**config.mk**
```make
export PLATFORM = sky130hd
export DESIGN_NAME = wptr_full
export DESIGN_NICKNAME = d
export VERILOG_FILES = /design/src/rtl/wptr_full.sv
export SDC_FILE = /design/constraint.sdc
export NUM_CORES = 1
export LEC_CHECK = 0
export CAP_MARGIN = 20
export CORE_MARGIN = 4
export CORE_UTILIZATION = 63
export DETAILED_ROUTE_END_ITERATION = 10
export DONT_BUFFER_PORTS = 1
export PLACE_DENSITY = 0.79
export SLEW_MARGIN = 20
export SYNTH_ARGS = -nofsm -noshare
export SYNTH_HDL_FRONTEND = slang
export SYNTH_SLANG_ARGS = --single-unit
```
**constraint.sdc**
```tcl
create_clock -name wclk -period 7.23 [get_ports wclk]
set_input_delay 1.446 -clock wclk [delete_from_list [all_inputs] [get_ports wclk]]
set_output_delay 1.446 -clock wclk [all_outputs]
set_load 0.05 [all_outputs]
```
**src/rtl/wptr_full.sv**
```systemverilog
// Write-clock-domain half of an asynchronous FIFO. It generates the RAM write address and the
// Gray-coded write pointer, and a pessimistic full / almost-full / fill-count / overflow status.
module wptr_full #(
    parameter int ASIZE     = 4,
    parameter int AFULL_LVL = 12
) (
    input  logic             wclk,
    input  logic             wrst,
    input  logic             winc,
    input  logic [ASIZE:0]   wq2_rptr,
    input  logic             wovf_clr,
    output logic [ASIZE-1:0] waddr,
    output logic [ASIZE:0]   wptr,
    output logic             wfull,
    output logic             walmost_full,
    output logic [ASIZE:0]   wcount,
    output logic             wovf
);

    localparam logic [ASIZE:0] AFULL_THR = (ASIZE + 1)'(AFULL_LVL);

    function automatic logic [ASIZE:0] gray2bin(input logic [ASIZE:0] g);
        logic [ASIZE:0] b;
        b[ASIZE] = g[ASIZE];
        for (int i = ASIZE - 1; i >= 0; i--) begin
            b[i] = b[i+1] ^ g[i];
        end
        return b;
    endfunction

    logic [ASIZE:0] wbin_q, wbin_d;
    logic [ASIZE:0] wptr_q, wptr_d;
    logic           wfull_q, wfull_d;
    logic           walmost_full_q, walmost_full_d;
    logic [ASIZE:0] wcount_q, wcount_d;
    logic           wovf_q, wovf_d;

    logic           wen;
    logic [ASIZE:0] rbin_s;
    logic [ASIZE:0] fill_s;
    logic [ASIZE:0] rptr_full_s;

    always_comb begin
        // NOTE: every always_comb target is assigned on every path (defaults first), so no latch is inferred.
        wen            = winc & ~wfull_q;
        wbin_d         = wbin_q + {{ASIZE{1'b0}}, wen};
        wptr_d         = (wbin_d >> 1) ^ wbin_d;
        rbin_s         = gray2bin(wq2_rptr);
        // Modular subtraction keeps the fill level correct across the wrap of either pointer.
        fill_s         = wbin_d - rbin_s;
        // The write pointer is exactly one lap ahead when the two Gray MSBs differ and the rest match.
        rptr_full_s    = {~wq2_rptr[ASIZE:ASIZE-1], wq2_rptr[ASIZE-2:0]};
        wfull_d        = (wptr_d == rptr_full_s);
        wcount_d       = fill_s;
        walmost_full_d = (fill_s >= AFULL_THR);
        wovf_d         = wovf_q;
        if (winc && wfull_q) begin
            wovf_d = 1'b1;
        end else if (wovf_clr) begin
            wovf_d = 1'b0;
        end
    end

    always_ff @(posedge wclk) begin
        // NOTE: flops use non-blocking assignments so every register samples pre-edge values.
        if (wrst) begin
            wbin_q         <= '0;
            wptr_q         <= '0;
            wfull_q        <= 1'b0;
            walmost_full_q <= 1'b0;
            wcount_q       <= '0;
            wovf_q         <= 1'b0;
        end else begin
            wbin_q         <= wbin_d;
            wptr_q         <= wptr_d;
            wfull_q        <= wfull_d;
            walmost_full_q <= walmost_full_d;
            wcount_q       <= wcount_d;
            wovf_q         <= wovf_d;
        end
    end

    assign waddr        = wbin_q[ASIZE-1:0];
    assign wptr         = wptr_q;
    assign wfull        = wfull_q;
    assign walmost_full = walmost_full_q;
    assign wcount       = wcount_q;
    assign wovf         = wovf_q;

endmodule

```
==> metrics.csv <==
stage;metric;value;unit
logic_synthesis;netlist.top_cell.by_area;dfxtp_1;
logic_synthesis;ys.warnings.count;0;
detailed_routing;drtAntennaViolNets;0;
clocking;clock_path_buffers;2;
timing;post-route-period-util;48.7;%
worst_setup_path;reg2reg_depth;10;
timing;timing.fmax;0.284;GHz
finish;drive_gt1_share;6.74;%
floorplan;die_y;44.7;µm
finish;num_antenna_cells;0;
placed_design;io_buffers;0;
timing;worstMarginPinSlew;729;ps
logic_synthesis;synth_edf_count;0;
hold_path;hp-class;reg2reg;
finish;layout.cells.non_filler;103;
placed_design;dpl.cell_count;99;
clocking;root_buffer;clkbuf_4;
detailed_routing;via_per_inst;5.46;
global_route;antenna_found_initial;0;
worst_setup_path;rrSetupSlack;4390;ps
logic_synthesis;synth.most_common_cell;dfxtp_1;
logic_synthesis;synthTopCellsByCount;dfxtp_1, xnor2_1, nor2_1;
floorplan;io-pin-count;26;
timing;slew_viol_final;0;
worst_setup_path;reg2reg_to;walmost_full;
placed_design;place_ws;3360;ps
job;maxCapViolations;0;
global_route;grt_max_degree;17;
clocking;insertion_delay;290;ps
timing;rsz0062_at_grt;false;
clocking;cts_tree;yes;
timing;hold_violations;0;
clocking;cts_setup_buffers;0;
detailed_routing;wl_per_cell;13.9;µm
placed_design;place_hpwl;1150;µm
timing;relSlewSlack;51.3;%
floorplan;start_util;71.6;%
power_and_ir_drop;powerDensity;278;mW/mm²
global_route;grt_pass1_wl;2340;µm
worst_setup_path;r2r-start;wfull;
clocking;h-tree-depth;1;
finish;syn2layout_area_growth;4.71;%
power_and_ir_drop;power.total;247;µW
timing;fin_hold_ws;722;ps
hold_path;worstHoldStart;wovf;
timing;fin_setup_tns;0;ps
run_status;status;completed;
worst_setup_path;cp.arrival;3750;ps
logic_synthesis;yosysTopAreaCellShare;40.1;%
clocking;numCtsBuffers;3;
clocking;cts.sink_count;17;
global_route;use_met1;18.9;%
clocking;path_clk_slew;90;ps
worst_setup_path;end_kind;register;
logic_synthesis;syn-num-nets;102;
worst_setup_path;path_max_fanout;3;
global_route;grt.total_usage;16.7;%
global_route;busiest_layer;met2;
power_and_ir_drop;irDropWorstVdd;0.203;mV
hold_path;hold_depth;2;
timing;layout_min_cycle_time;3520;ps
logic_synthesis;ys_seq_area_share;40.1;%
logic_synthesis;netlist_instances;86;
logic_synthesis;ys_types;24;
placed_design;gp_congestion;0.789;
worst_setup_path;cp.required;7460;ps
logic_synthesis;synth_area_leaders;dfxtp_1, xnor2_1, ha_1;
logic_synthesis;synthArstFlopShare;0;%
detailed_routing;vias;562;
global_route;gr-usage-met3;6.37;%
worst_setup_path;start_kind;primary input;
power_and_ir_drop;p_leak;0.359;nW
floorplan;die_area;0.00200;mm²
global_route;gr-total-overflow;0;
logic_synthesis;avgSynthCellArea;9.88;µm²
worst_setup_path;worstSetupPathType;in2reg;
timing;setup_slack;3710;ps
timing;skew;6.12;ps
finish;final_nets;106;
floorplan;core;0.00119;mm²
detailed_routing;firstDrtPassIters;4;
detailed_routing;drc;0;
clocking;cts_resized;0;
global_route;grtUsageMet2;25.2;%
floorplan;dieWidth;44.7;µm
logic_synthesis;ys_ff_latch;17;
clocking;hold_buffers;0;
timing;setup_viol;0;
detailed_routing;drt_wl_total;1430;µm
logic_synthesis;synth_ff_type;dfxtp_1;
global_route;grt_pass1_vias;534;
hold_path;hold_end;wovf;
logic_synthesis;synth_area;850;µm²
floorplan;rows;12;
detailed_routing;drtIter0Drc;10;
-- sequential cells by signal (all words and copies together), names as in the netlist --
register,cells
wptr,4
walmost_full,1
wfull,1
wbin_q,5
wovf,1
wcount,5
-- power breakdown --
part           internal [mW]  switching (mW)
logic                 0.0245          0.0245
registers              0.105          0.0443
clock network         0.0215          0.0272
total                  0.151          0.0959
-- per-layer routing --
layer,routed length (µm),part of all wire (%)
met5,0,0
met4,51,3.6
met3,147,10
met2,632,44
met1,597,42
-- logic make-up after synthesis --
kind of cell,Yosys count,synth area share (%)
xor+xnor,20,22.4
flops,17,40.1
simple gates,26,15.9
fa+ha+maj,7,11.2
buf+inv,6,2.65
compound gates,10,7.81
-- layout make-up --
type                            count  area, µm²
Tap cell                           14       17.5
Multi-Input combinational cell     63        487
Inverter                            5       18.8
Sequential cell                    17        340
Fill cell                          84        297
Clock buffer                        4       26.3
-- worst max-delay path, stage by stage --
cell     delay, ps
xnor2_1        230
xor2_1         250
xor2_1         310
xnor2_1        110
ha_1           220
fa_1           420
nor2b_1        170
o21ai_0        130
a21o_1         200
a21oi_1        170
a21o_1         100
-- how the worst max path moves through the flow --
| stage | start | to | slack [ps] | cells after the start |
|---|---|---|---|---|
| global placement | wq2_rptr[4] | walmost_full | 3540 | 11 |
| detailed placement | wq2_rptr[4] | walmost_full | 3360 | 11 |
| global route | wq2_rptr[4] | walmost_full | 3460 | 11 |
| finish | wq2_rptr[4] | walmost_full | 3710 | 11 |
| floorplan | wq2_rptr[4] | walmost_full | 3710 | 11 |
| CTS | wq2_rptr[4] | walmost_full | 3690 | 11 |
-- layout by cell type (no fill, tap or decap), types with 3 or more instances in the layout --
cell	n
nand2_1	3
inv_1	5
nor2b_1	6
a21oi_1	3
nand3_1	3
dfxtp_1	17
ha_1	6
nor2_1	9
a21o_1	3
clkbuf_4	3
xnor2_1	14
xor2_1	4
-- per-stage QoR --
stage / utilization, % / area, µm²
after detailed placement: 72.8 / 863
final: 75.0 / 890
after CTS: 75.0 / 890
after global placement: 72.8 / 863
after global routing: 75.0 / 890
after floorplan: - / 850
(Power assumes the default switching activity.)
